<file path="config.mk">
export PLATFORM = sky130hd
export DESIGN_NAME = ir_block_fetcher
export DESIGN_NICKNAME = d
export VERILOG_FILES = /design/src/rtl/ir_block_fetcher.sv
export SDC_FILE = /design/constraint.sdc
export NUM_CORES = 1
export LEC_CHECK = 0
export CORE_MARGIN = 1
export CORE_UTILIZATION = 52
export CTS_BUF_LIST = sky130_fd_sc_hd__clkbuf_4
export DETAILED_ROUTE_END_ITERATION = 12
export PLACE_DENSITY = 0.95
export SYNTH_ARGS = -nofsm -noshare
export SYNTH_HDL_FRONTEND = slang
export SYNTH_SLANG_ARGS = --single-unit
</file>
<file path="constraint.sdc">
create_clock -name clk -period 2.6 [get_ports clk]
set_input_delay 0.26 -clock clk [delete_from_list [all_inputs] [get_ports clk]]
set_output_delay 0.26 -clock clk [all_outputs]
set_load 0.01 [all_outputs]
</file>
<file path="src/rtl/ir_block_fetcher.sv">
// ============================================================================
// Module   : ir_block_fetcher
// Brief    : Fetches BLOCK_DEPTH consecutive instruction words over a req/ack
//            memory port and holds them as one flat block until taken.
// Revision : 1.0  initial release
// ============================================================================
`default_nettype none

module ir_block_fetcher #(
  parameter int IR_WIDTH    = 8,
  parameter int ADDR_WIDTH  = 16,
  parameter int BLOCK_DEPTH = 8
) (
  input  logic                            clk,
  input  logic                            rst,
  input  logic                            i_load_req,
  input  logic [ADDR_WIDTH-1:0]           i_load_addr,
  output logic                            o_busy,
  output logic                            o_mem_req,
  output logic [ADDR_WIDTH-1:0]           o_mem_addr,
  input  logic                            i_mem_ack,
  input  logic [IR_WIDTH-1:0]             i_mem_data,
  output logic                            o_block_valid,
  input  logic                            i_block_taken,
  output logic [IR_WIDTH*BLOCK_DEPTH-1:0] o_ir_block,
  output logic [ADDR_WIDTH-1:0]           o_block_addr
);

  localparam int CNT_W = $clog2(BLOCK_DEPTH) + 1;
  localparam int BLK_W = IR_WIDTH * BLOCK_DEPTH;
  localparam logic [CNT_W-1:0] C_LAST = CNT_W'(BLOCK_DEPTH - 1);

  typedef enum logic [1:0] {
    ST_IDLE  = 2'd0,
    ST_FETCH = 2'd1,
    ST_HOLD  = 2'd2
  } state_e;

  state_e                state_q,       state_d;
  logic                  busy_q,        busy_d;
  logic                  mem_req_q,     mem_req_d;
  logic [ADDR_WIDTH-1:0] mem_addr_q,    mem_addr_d;
  logic                  block_valid_q, block_valid_d;
  logic [BLK_W-1:0]      ir_block_q,    ir_block_d;
  logic [ADDR_WIDTH-1:0] block_addr_q,  block_addr_d;
  logic [CNT_W-1:0]      cnt_q,         cnt_d;

  always_comb begin
    state_d       = state_q;
    busy_d        = busy_q;
    mem_req_d     = mem_req_q;
    mem_addr_d    = mem_addr_q;
    block_valid_d = block_valid_q;
    ir_block_d    = ir_block_q;
    block_addr_d  = block_addr_q;
    cnt_d         = cnt_q;

    unique case (state_q)
      ST_IDLE, ST_HOLD: begin
        // A new load from HOLD wins over a simultaneous take.
        if (i_load_req) begin
          state_d       = ST_FETCH;
          mem_addr_d    = i_load_addr;
          block_addr_d  = i_load_addr;
          ir_block_d    = '0;
          cnt_d         = '0;
          mem_req_d     = 1'b1;
          busy_d        = 1'b1;
          block_valid_d = 1'b0;
        end else if (state_q == ST_HOLD && i_block_taken) begin
          state_d       = ST_IDLE;
          block_valid_d = 1'b0;
        end
      end

      ST_FETCH: begin
        if (i_mem_ack && mem_req_q) begin
          for (int k = 0; k < BLOCK_DEPTH; k++) begin
            if (cnt_q == CNT_W'(k)) begin
              ir_block_d[k*IR_WIDTH +: IR_WIDTH] = i_mem_data;
            end
          end
          cnt_d      = cnt_q + CNT_W'(1);
          mem_addr_d = mem_addr_q + ADDR_WIDTH'(1);
          if (cnt_q == C_LAST) begin
            state_d       = ST_HOLD;
            mem_req_d     = 1'b0;
            busy_d        = 1'b0;
            block_valid_d = 1'b1;
          end
        end
      end

      default: begin
        state_d = ST_IDLE;
      end
    endcase
  end

  always_ff @(posedge clk) begin
    if (rst) begin
      state_q       <= ST_IDLE;
      busy_q        <= 1'b0;
      mem_req_q     <= 1'b0;
      mem_addr_q    <= '0;
      block_valid_q <= 1'b0;
      ir_block_q    <= '0;
      block_addr_q  <= '0;
      cnt_q         <= '0;
    end else begin
      state_q       <= state_d;
      busy_q        <= busy_d;
      mem_req_q     <= mem_req_d;
      mem_addr_q    <= mem_addr_d;
      block_valid_q <= block_valid_d;
      ir_block_q    <= ir_block_d;
      block_addr_q  <= block_addr_d;
      cnt_q         <= cnt_d;
    end
  end

  assign o_busy        = busy_q;
  assign o_mem_req     = mem_req_q;
  assign o_mem_addr    = mem_addr_q;
  assign o_block_valid = block_valid_q;
  assign o_ir_block    = ir_block_q;
  assign o_block_addr  = block_addr_q;

endmodule

`default_nettype wire

</file>
Word level (Yosys, flattened, before mapping)
Cells that the tools add are included.
{ "classes": {"eq_ne": 20, "mux": 31, "addsub": 2, "n_reduce_logical": 18} }
{ "ops": {"columns": ["cell", "n"], "rows": [
  ["two-way mux 64 bit", 2],
  ["one-hot mux 64 bit (2 select lines)", 1],
  ["two-way mux 8 bit", 8],
  ["AND reduction 4 bit", 9],
  ["two-way mux 16 bit", 2],
  ["one-hot mux 16 bit (2 select lines)", 1],
  ["!= test 2 bit, second input constant", 10],
  ["adder 16 x 1 -> 16 bit, second input constant", 1],
  ["equality test 4 x 3 -> 1 bit, second input constant", 4],
  ["equality test 4 x 2 -> 1 bit, second input constant", 2],
  ["two-way mux 2 bit", 4],
  ["two-way mux 4 bit", 2],
  ["one-hot mux 4 bit (2 select lines)", 1],
  ["two-way mux 1 bit", 7],
  ["AND reduction 3 bit", 2],
  ["adder 4 x 1 -> 4 bit, second input constant", 1],
  ["equality test 4 x 1 -> 1 bit, second input constant", 1],
  ["logical NOT 4 bit", 1],
  ["one-hot mux 1 bit (2 select lines)", 2],
  ["one-hot mux 2 bit (2 select lines)", 1],
  ["!= test 3 bit, second input constant", 1],
  ["equality test 2 x 1 -> 1 bit, second input constant", 1],
  ["equality test 2 bit, second input constant", 1],
  ["logical AND 1 bit", 2],
  ["other kinds (4)", 4]
]} }
{ "word_totals": {"ff_bits": 104, "word_cells": 85, "in_bits": 29} }

Depth between registers and ports, before layout
Gate-level depths: netlist (run 1).
{ "logic_depth": {"word_depth": 5, "ltp_mapped": 8} }

Worst setup path before layout (run 1)
Ideal clock, no wire load.
{ "synth_path": {"kind": "register -> register", "startpoint": "register mem_addr_q[0] (netlist: o_mem_addr[0])", "endpoint": "register mem_addr_q[12] (netlist: o_mem_addr[12])", "required_ns": 2.526, "setup_ns": 0.074, "synth_period_minus_slack_ns": 1.865, "t_arrival_ns": 1.791, "path_slack_ns": 0.735, "stages_incl_launch_ff": 6, "n_path_buf": 0, "path_cell_list": "dfxtp_1 > ha_1 > nand3_1 > or3_1 > or4_1 > a31oi_1"} }
{ "synth_via": {"elab_chain_len": 3} }
{ "synth_rtl": {"columns": ["item", "line", "rtl"], "rows": [
  ["start: declaration", "42", "logic [ADDR_WIDTH-1:0] mem_addr_q, mem_addr_d;"],
  ["start signal: assignment", "114", "mem_addr_q <= mem_addr_d;"],
  ["adder 16 x 1 -> 16 bit", "84", "mem_addr_d = mem_addr_q + ADDR_WIDTH'(1);"],
  ["two-way mux 16 bit", "77", "if (i_mem_ack && mem_req_q) begin"],
  ["one-hot mux 16 bit (2 select lines)", "58", "unique case (state_q)"]
]} }
No other way between the ends. The select of a mux whose other input is x is not followed.
A chain may end at the register's enable or synchronous reset.

Worst setup path after layout (run 1)
{ "layout_path": {"startpoint": "register state_q[0]", "endpoint": "register ir_block_q[14] (netlist: o_ir_block[14])"} }
{ "layout_via": {"elab_chain_len": 4, "elab_cells_between_ends": 10, "classes_between": "5 x eq/ne; 1 x mux; 4 x reduce/logical"} }
{ "layout_rtl": {"columns": ["item", "line", "rtl"], "rows": [
  ["start: declaration", "39", "state_e state_q, state_d;"],
  ["start signal: assignment", "111", "state_q <= state_d;"],
  ["equality test 2 bit or logical NOT 2 bit (tied branches)", "58", null],
  ["OR reduction 2 bit", "58", null],
  ["!= test 2 bit (no source line) or nonzero test 2 bit (tied branches)", null, null],
  ["AND reduction 4 bit (no source line)", null, null],
  ["end signal: assignment", "116", "ir_block_q <= ir_block_d;"],
  ["end: declaration", "44", "logic [BLK_W-1:0] ir_block_q, ir_block_d;"]
]} }
Several ways; a longest one is shown, not always the timed one.

==> results.py, run 1 <==
metrics = {
    "clocking": {
        "cts_tree": "done",
        "clk_pin_slew_worst_paths_ns": 0.17,
        "ctsHoldBuffers": 0,
        "clockBufferDepth": 2,
        "htree_levels": 3,
        "cts_buffers": 9,
        "cts_sinks": 104,
        "ctsResizeCount": 0,
        "clock_latency_ns": 0.46,
        "cts-root-buf": "clkbuf_4",
        "post_cts_buffers": 0,
    },
    "floorplanning": {
        "std_cell_rows": 32,
        "initial_utilization": 0.5373,
        "coreArea_sq_um": 7687,
        "io_pins": 128,
        "die_w_um": 91.12,
        "die_area_sq_um": 8303,
        "die_y_um": 91.12,
    },
    "pwr": {
        "combPwrFrac": 0.120,
        "power_density_nw_per_um2": 526.4,
        "total_power_mw": 2.954,
        "pwr-share-clk": 0.310,
        "p_sw_uw": 834.0,
        "internal-power_mw": 2.120,
        "pwr-share-seq": 0.570,
        "power_leakage_nw": 1.958,
        "irDropWorstVdd_v": 0.0003224,
        "p_sw_frac": 0.2823,
    },
    "layout": {
        "ff_latch_area_sq_um": 2082,
        "layout.nets": 625,
        "multiInputGateArea_sq_um": 1881,
        "drive_above_1_share": 0.06544,
        "fin_util": 0.7300,
        "n_antenna_cell": 0,
        "fillers": 567,
        "syn_to_final_growth_pct": 35.87,
    },
    "detailed_routing": {
        "antenna_left": 0,
        "routed_wl_um": 11990,
        "drt_iter0_drc": 329,
        "vias": 4133,
        "via_per_inst": 5.921,
        "first_pass_iters": 9,
        "wl_per_cell_um": 17.18,
        "drc": 0,
    },
    "placed_design": {
        "dpl.hpwl_um": 8451,
        "numPortBuffers": 127,
        "place.gp.congestion": 0.8623,
    },
    "min_path": {
        "min_from": "rst",
        "min_to": "o_block_addr[15]",
        "whs_path_depth": 2,
        "hold_class": "in2reg",
    },
    "grt": {
        "grt_pass1_wl_um": 19300,
        "grt_usage": 0.2939,
        "grt_util_met2": 0.5095,
        "grt.busiest_layer": "met2",
        "grt.met3_usage": 0.03601,
        "antenna_found_initial": 0,
        "grt_pass1_vias": 3876,
        "grt_util_met1": 0.3666,
        "grt_start_max_net_pins": 57,
        "overflow": 0,
    },
    "worst_setup_path": {
        "cp-end-kind": "flop",
        "cp_max_fo": 10,
        "worstPathArrival_ns": 2.57,
        "cp_slowest_cell": "nor2_1",
        "crit_type": "reg2reg",
        "path_cells": "nand2b_1 > nor2_1 > nand2_1 > o21ai_0",
        "worstReg2RegStart": "state_q[0]",
        "crit_path_start_kind": "flop",
        "reg2reg_slack_ns": 0.39,
        "cp.required_ns": 2.96,
        "reg2reg_to": "o_ir_block[14]",
        "critical-path-max-stage-delay_ns": 0.56,
        "r2r_cells": 4,
    },
    "sta": {
        "max_freq_ghz": 0.4525,
        "period_minus_slack_ns": 2.210,
        "relSlewSlack": 0.1909,
        "tns_ns": 0,
        "min_period_over_period": 0.8500,
        "rsz0062_at_grt": "no",
        "skew_ns": 0.02745,
        "hold_viol_final": 0,
        "drv_slew": 0,
        "finalSetupViolCount": 0,
        "worst_pin_slew_ns": 1.211,
    },
    "synth": {
        "netlist_area_sq_um": 4130,
        "syn_inst": 477,
        "ys_top_cells_by_area": "dfxtp_1 50%, nand3_1 8.1%, o21ai_1 6.9%",
        "yosysTopAreaCellShare": 0.5041,
        "synthArstFlopShare": 0,
        "netlist.top_cell.by_area": "dfxtp_1",
        "yosys_register_bits": 104,
        "avgSynthCellArea_sq_um": 8.659,
        "synth-edff-count": 0,
        "synth_nets": 511,
        "synthFlopType": "dfxtp_1",
        "yosysWarnings": 0,
        "synth.distinct_cells": 45,
        "seq_area_frac_synth": 0.5041,
    },
    "run": {
        "drv_cap": 0,
    },
    "run_status": {
        "status": "finished clean",
    },
}
==> layout by cell type (no fill, tap or decap), types with 3 or more instances in the layout <==
cell type	instances
a21oi_1	31
inv_1	6
o211ai_2	7
buf_4	9
a21boi_1	4
nor3_1	7
o22ai_1	3
clkdlybuf4s50_1	126
and2_1	13
nand2_1	51
clkbuf_4	9
nand4_1	4
mux2i_1	10
nand2b_1	3
inv_6	3
ha_1	5
o21ai_1	57
a311oi_1	3
a211oi_1	3
or4_1	3
o21ai_0	10
nand3_1	67
nor2b_1	3
nor2_1	23
dfxtp_1	104
a31oi_1	3
==> worst max-delay path, delay by kind of cell, from the launching register on <==
| kind | cells | cell delay (ns) |
|---|---|---|
| simple gates | 3 | 1.26 |
| compound gates | 1 | 0.34 |
| flops | 1 | 0.52 |
==> metal layers <==
layer / up-vias / part of all wire
met4: 0 / 0.023
met5: - / 0
met1: 1968 / 0.41
li1: 1929 / -
met2: 198 / 0.51
met3: 38 / 0.054
==> cells by family after synthesis <==
family / after synthesis / synth area share
compound gates: 131 / 0.1884
xor+xnor: 2 / 0.004242
fa+ha+maj: 5 / 0.01515
buf+inv: 39 / 0.04241
flops: 104 / 0.5041
mux: 10 / 0.02424
simple gates: 186 / 0.2214
==> power by group through the flow <==
stage | clock [mW] | combinational [mW] | sequential [mW]
floorplan | 0 | 0.162 | 1.72
global placement | 0 | 0.339 | 1.71
global route | 0.992 | 0.382 | 1.69
detailed placement | 0 | 0.351 | 1.71
finish | 0.916 | 0.355 | 1.68
CTS | 0.923 | 0.352 | 1.68
==> synthesized netlist by cell type, drive strengths merged (2+ instances only) <==
library cell  number
a311oi             3
o22ai              3
a31oi              3
a211oi             3
clkbuf            14
nor4               2
o21ai             67
buf               19
nand2             51
inv                6
nand2b             3
dfxtp            104
a21boi             4
nand3             67
nand4              5
and2              13
nor2b              3
ha                 5
nor3               7
a21oi             31
mux2i             10
nor2              25
or3                2
or4                3
o311ai             2
o211ai             9
==> state kept, by name (all words and copies together) (netlist names) <==
name,flops
o_block_valid,1
cnt_q,4
o_mem_req,1
o_block_addr,16
o_ir_block,64
state_q,2
o_mem_addr,16
==> per-stage QoR <==
| step | instance area, sq um | worst slack, ns | hold WS, ns | instances |
|---|---|---|---|---|
| after floorplan | 4130 | 0.7351 | 0.3960 | 477 |
| after global placement | 5446 | 0.4490 | 0.4417 | 682 |
| after detailed placement | 5446 | 0.3010 | 0.4471 | 682 |
| after CTS | 5612 | 0.4668 | 0.2419 | 698 |
| after global routing | 5612 | 0.2654 | 0.2670 | 698 |
| final | 5612 | 0.3899 | 0.2577 | 698 |
==> cell type report <==
class / count / area share
clock buffer: 9 / 0.01204
clock inverter: 7 / 0.01739
inverter: 6 / 0.004013
multi-input combinational: 334 / 0.3351
sequential: 104 / 0.3710
tap: 102 / 0.02274
timing repair buffer: 136 / 0.2377
==> worst max-delay path by stage <==
| stage | slack [ns] | startpoint | endpoint | depth (start not counted) |
|---|---|---|---|---|
| 3_5_place_dp | 0.30 | i_load_req | o_ir_block[11] | 5 |
| 2_1_floorplan | 0.74 | o_mem_addr[0] | o_mem_addr[12] | 5 |
| 4_1_cts | 0.47 | state_q[0] | o_ir_block[14] | 4 |
| 6_report | 0.39 | state_q[0] | o_ir_block[14] | 4 |
| 5_1_grt | 0.27 | state_q[0] | o_ir_block[14] | 4 |
| 3_3_place_gp | 0.45 | i_load_req | o_ir_block[42] | 5 |
Note: power is estimated with default switching activity, not from simulation.
==> inputs of run 2 (changes only) <==
==> constraint.sdc (replaced) <==
create_clock -name clk -period 2.6 [get_ports clk]
set_input_delay 0.39 -clock clk [delete_from_list [all_inputs] [get_ports clk]]
set_output_delay 0.39 -clock clk [all_outputs]
set_load 0.01 [all_outputs]
==> run 2 against run 1 <==
  * The run now ends with design-rule violations left
  * Clock skew down 0.0035 ns
  * Maximum frequency up 5.4%
  * Critical path depth did not move
  * Setup slack better by 0.11 ns
  * Sequential power is essentially flat
  * Via count decreased by 1.5%
  * Global-route usage shrank 0.95 points
  * Sequential cell count unchanged
  * Clock-buffer cell count stayed put
  * Combinational power hardly changed
  * Total power fell by 4.4%
  * Largest cell class unchanged
  * Largest power group unchanged
==> results.py, run 2 (same netlist as run 1, synthesis figures left out) <==
metrics = {
    "run": {
        "drv_cap": 0,
    },
    "placed_design": {
        "numPortBuffers": 127,
        "place.gp.congestion": 0.8457,
        "dpl_cell_area_sq_um": 5454,
        "dpl.hpwl_um": 8315,
    },
    "grt": {
        "grt_pass1_vias": 3800,
        "grt_start_max_net_pins": 57,
        "overflow": 0,
        "grt_usage": 0.2845,
        "grt_pass1_wl_um": 18750,
        "antenna_found_initial": 0,
    },
    "sta": {
        "relSlewSlack": 0.2098,
        "max_freq_ghz": 0.4769,
        "worst_pin_slew_ns": 1.182,
        "finalSetupViolCount": 0,
        "hold_viol_final": 0,
        "period_minus_slack_ns": 2.097,
        "min_period_over_period": 0.8064,
        "drv_slew": 0,
        "skew_ns": 0.02399,
        "tns_ns": 0,
        "rsz0062_at_grt": "no",
    },
    "worst_setup_path": {
        "cp-end-kind": "flop",
        "cp.required_ns": 3.00,
        "r2r_cells": 4,
        "worstPathArrival_ns": 2.49,
        "crit_type": "reg2reg",
        "crit_path_start_kind": "flop",
        "reg2reg_slack_ns": 0.50,
        "worstReg2RegStart": "state_q[0]",
        "reg2reg_to": "o_ir_block[12]",
        "cp_max_fo": 56,
    },
    "min_path": {
        "min_to": "cnt_q[1]",
        "whs_path_depth": 2,
        "min_from": "rst",
        "hold_class": "in2reg",
    },
    "layout": {
        "drive_above_1_share": 0.06700,
        "n_antenna_cell": 0,
        "largest_reg_flops": 64,
        "layout_commonest_cell": "clkdlybuf4s50_1",
        "syn_to_final_growth_pct": 35.23,
        "finalInstanceArea_sq_um": 5585,
        "most-common-layout-cells": "126 x clkdlybuf4s50_1, 104 x dfxtp_1, 67 x nand3_1",
        "layout.nets": 626,
        "fillers": 588,
    },
    "pwr": {
        "power_density_nw_per_um2": 505.4,
        "irDropWorstVdd_v": 0.0002970,
        "power_leakage_nw": 1.945,
    },
    "detailed_routing": {
        "antenna_left": 0,
        "first_pass_iters": 10,
        "drt_iter0_drc": 264,
        "routed_wl_um": 11520,
        "via_per_inst": 5.821,
        "vias": 4069,
        "wl_per_cell_um": 16.48,
        "drc": 2,
    },
    "floorplanning": {
        "coreArea_sq_um": 7687,
        "io_pins": 128,
        "die_y_um": 91.12,
        "die_area_sq_um": 8303,
        "initial_utilization": 0.5373,
        "std_cell_rows": 32,
        "die_w_um": 91.12,
    },
    "clocking": {
        "cts-root-buf": "clkbuf_4",
        "cts_tree": "done",
        "clock_latency_ns": 0.47,
        "clk_pin_slew_worst_paths_ns": 0.16,
        "clockBufferDepth": 2,
        "ctsResizeCount": 0,
        "htree_levels": 3,
        "ctsHoldBuffers": 0,
        "cts_sinks": 104,
        "post_cts_buffers": 0,
        "cts_buffers": 9,
    },
    "run_status": {
        "violations": "design-rule violations",
        "status": "finished, violations left",
    },
}
-- run 2: how the worst max path moves through the flow --
stage | start | endpoint | slack, ns
after detailed placement | i_load_req | o_ir_block[41] | 0.16
final | state_q[0] | o_ir_block[12] | 0.50
after global placement | i_load_req | o_ir_block[42] | 0.33
after global routing | state_q[0] | o_ir_block[27] | 0.31
after floorplan | o_mem_addr[0] | o_mem_addr[12] | 0.74
after CTS | state_q[0] | o_ir_block[41] | 0.55
-- run 2: area by class of cell --
cell class                      count  area (sq um)  share of cell area
Sequential cell                   104          2082              0.3728
Inverter                            6         22.52            0.004032
Timing Repair Buffer              137          1341              0.2401
Multi-Input combinational cell    334          1881              0.3367
Clock buffer                        9         67.56             0.01210
Clock inverter                      7         63.81             0.01142
Tap cell                          102         127.6             0.02285
-- run 2: through the flow --
step / std cells / utilization / setup slack, ns / hold slack, ns / power (mW)
2_1_floorplan: 477 / - / 0.7351 / 0.4805 / 1.885
3_3_place_gp: 683 / 0.7095 / 0.3285 / 0.4430 / 2.051
3_5_place_dp: 683 / 0.7095 / 0.1629 / 0.4470 / 2.065
4_1_cts: 699 / 0.7266 / 0.5489 / 0.1997 / 2.825
5_1_grt: 699 / 0.7266 / 0.3129 / 0.2014 / 2.936
6_report: 699 / 0.7266 / 0.5032 / 0.2138 / 2.823
-- run 2: critical path: stages, from the launching register on --
cell and delay [ns]:
dfxtp_1 0.49, and2b_1 0.26, nor2_4 0.89, nand3_1 0.25
o21ai_1 0.14
-- run 2: power by group --
part	internal [mW]	switching, mW	leakage (nW)	total (mW)
Clock	0.215	0.573	0.0701	0.788
Combinational	0.162	0.191	1.03	0.353
Sequential	1.64	0.0451	0.844	1.68
Total	2.01	0.809	1.94	2.82
-- run 2: layer usage --
layer / share of wire / GRT usage / vias to the layer above
met5: 0 / 0 / -
met4: 0.032 / 0.1310 / 0
met1: 0.40 / 0.3473 / 1935
met2: 0.51 / 0.4848 / 167
li1: - / - / 1934
met3: 0.055 / 0.05360 / 33
==> inputs of run 3 (changes only) <==
CORE_UTILIZATION = 43   (was 52)
PLACE_DENSITY = 0.86   (was 0.95)
clock period = 1.7 ns   (was 2.6 ns; I/O delays follow)
==> run 3 against run 2 <==
  * The flow now finishes without violations
  * Register-to-register slack got worse by 0.48 ns
  * First-iteration DRC count increased by 5.3%
  * Cell count increased by 11%
==> results.py, run 3 (same netlist as run 1, synthesis figures left out) <==
metrics = {
    "run_status": {
        "status": "finished clean",
    },
    "worst_setup_path": {
        "critical_path_buf_inv_count": 1,
        "cp.required_ns": 1.44,
        "crit_path_start_kind": "flop",
        "crit_type": "reg2out",
        "crit_family": "buffers and inverters",
        "cp_slowest_cell": "clkdlybuf4s50_1",
        "path_cells": "clkdlybuf4s50_1",
        "worstPathArrival_ns": 1.44,
        "cp_max_fo": 2,
        "cp-end-kind": "primary output",
        "critical-path-max-stage-delay_ns": 0.55,
    },
    "sta": {
        "hold_viol_final": 0,
        "relSlewSlack": 0.6244,
        "rsz0062_at_grt": "yes",
        "tns_ns": 0,
        "period_minus_slack_ns": 1.693,
        "finalSetupViolCount": 0,
        "worst_pin_slew_ns": 0.5614,
        "max_freq_ghz": 0.5906,
        "final.setup.worst_slack_ns": 0.006850,
        "min_period_over_period": 0.9960,
        "drv_slew": 0,
        "skew_ns": 0.02183,
    },
    "grt": {
        "grt_pass1_vias": 4149,
        "overflow": 0,
        "antenna_found_initial": 0,
        "grt_usage": 0.2601,
        "grt_start_max_net_pins": 32,
        "grt_pass1_wl_um": 20480,
    },
    "clocking": {
        "htree_levels": 3,
        "cts_tree": "done",
        "clk_pin_slew_worst_paths_ns": 0.19,
        "cts_sinks": 104,
        "cts-root-buf": "clkbuf_4",
        "clockBufferDepth": 2,
        "clock_latency_ns": 0.50,
        "cts_buffers": 9,
        "ctsHoldBuffers": 0,
    },
    "pwr": {
        "total_power_mw": 4.686,
        "power_leakage_nw": 2.744,
        "power_density_nw_per_um2": 741.1,
        "irDropWorstVdd_v": 0.0004077,
    },
    "floorplanning": {
        "io_pins": 128,
        "die_w_um": 100.0,
        "coreArea_sq_um": 9284,
        "die_y_um": 100.0,
        "initial_utilization": 0.4449,
        "die_area_sq_um": 10000,
        "std_cell_rows": 35,
    },
    "detailed_routing": {
        "via_per_inst": 5.499,
        "vias": 4273,
        "wl_per_cell_um": 17.11,
        "first_pass_iters": 5,
        "drt_iter0_drc": 278,
        "drc": 0,
        "routed_wl_um": 13290,
        "antenna_left": 0,
    },
    "layout": {
        "largest_reg_flops": 64,
        "drive_above_1_share": 0.2191,
        "fin_util": 0.6811,
        "layout.nets": 677,
        "layout_commonest_cell": "clkdlybuf4s50_1",
        "most-common-layout-cells": "90 x clkdlybuf4s50_1, 64 x nand3_1, 62 x dfxtp_1",
        "syn_to_final_growth_pct": 53.11,
        "n_antenna_cell": 0,
        "fillers": 716,
    },
    "run": {
        "drv_cap": 0,
    },
    "placed_design": {
        "place.gp.congestion": 0.8711,
        "dpl.hpwl_um": 9079,
        "dp_slack_ns": -0.2531,
        "numPortBuffers": 127,
    },
    "min_path": {
        "hold_class": "in2reg",
    },
}
run 3: path summary, 6_finish.rpt:
check,cells after the start,slack (ns),to,startpoint
hold reg to reg,2,0.47,o_ir_block[55],o_ir_block[55]
setup / recovery,1,0.007,o_ir_block[28],o_ir_block[28]
setup reg to reg,5,0.02,o_mem_addr[12],o_mem_addr[0]
hold / removal,3,0.15,o_mem_addr[13],rst
run 3: timing repair:
item | 4_1_cts | 5_1_grt
buffers inserted | 4 | 4
pin swaps | 2 | 1
setup endpoints to repair | 24 | 66
resized for setup | 33 | 63
run 3: power breakdown:
part	total (mW)	switching [mW]	internal, mW
clock network	1.45	0.954	0.494
registers	2.56	0.0587	2.50
logic	0.676	0.350	0.327
run 3: layer usage:
layer / GRT usage / part of all wire / vias up / routed length, um
met1: 0.3141 / 0.41 / 2058 / 5498
met3: 0.04735 / 0.049 / 32 / 653
met2: 0.4515 / 0.51 / 145 / 6788
li1: - / - / 2038 / -
met5: 0 / 0 / - / 0
met4: 0.1182 / 0.027 / 0 / 353
run 3: layout make-up:
type | instances | area [sq um] | share of cell area
multi-input cells | 334 | 1948 | 0.3081
well taps | 129 | 161.4 | 0.02552
clock inverters | 7 | 95.09 | 0.01504
repair buffers | 188 | 1869 | 0.2956
inverters | 6 | 22.52 | 0.003562
clock buffers | 9 | 67.56 | 0.01068
flip-flops and latches | 104 | 2160 | 0.3415
run 3: stage by stage:
stage / hold WS, ns / cells / area (sq um)
finish: 0.1494 / 777 / 6324
global route: 0.1565 / 777 / 6324
CTS: 0.1590 / 773 / 6148
detailed placement: 0.4489 / 753 / 5931
global placement: 0.4437 / 753 / 5931
floorplan: 0.3910 / 477 / 4150
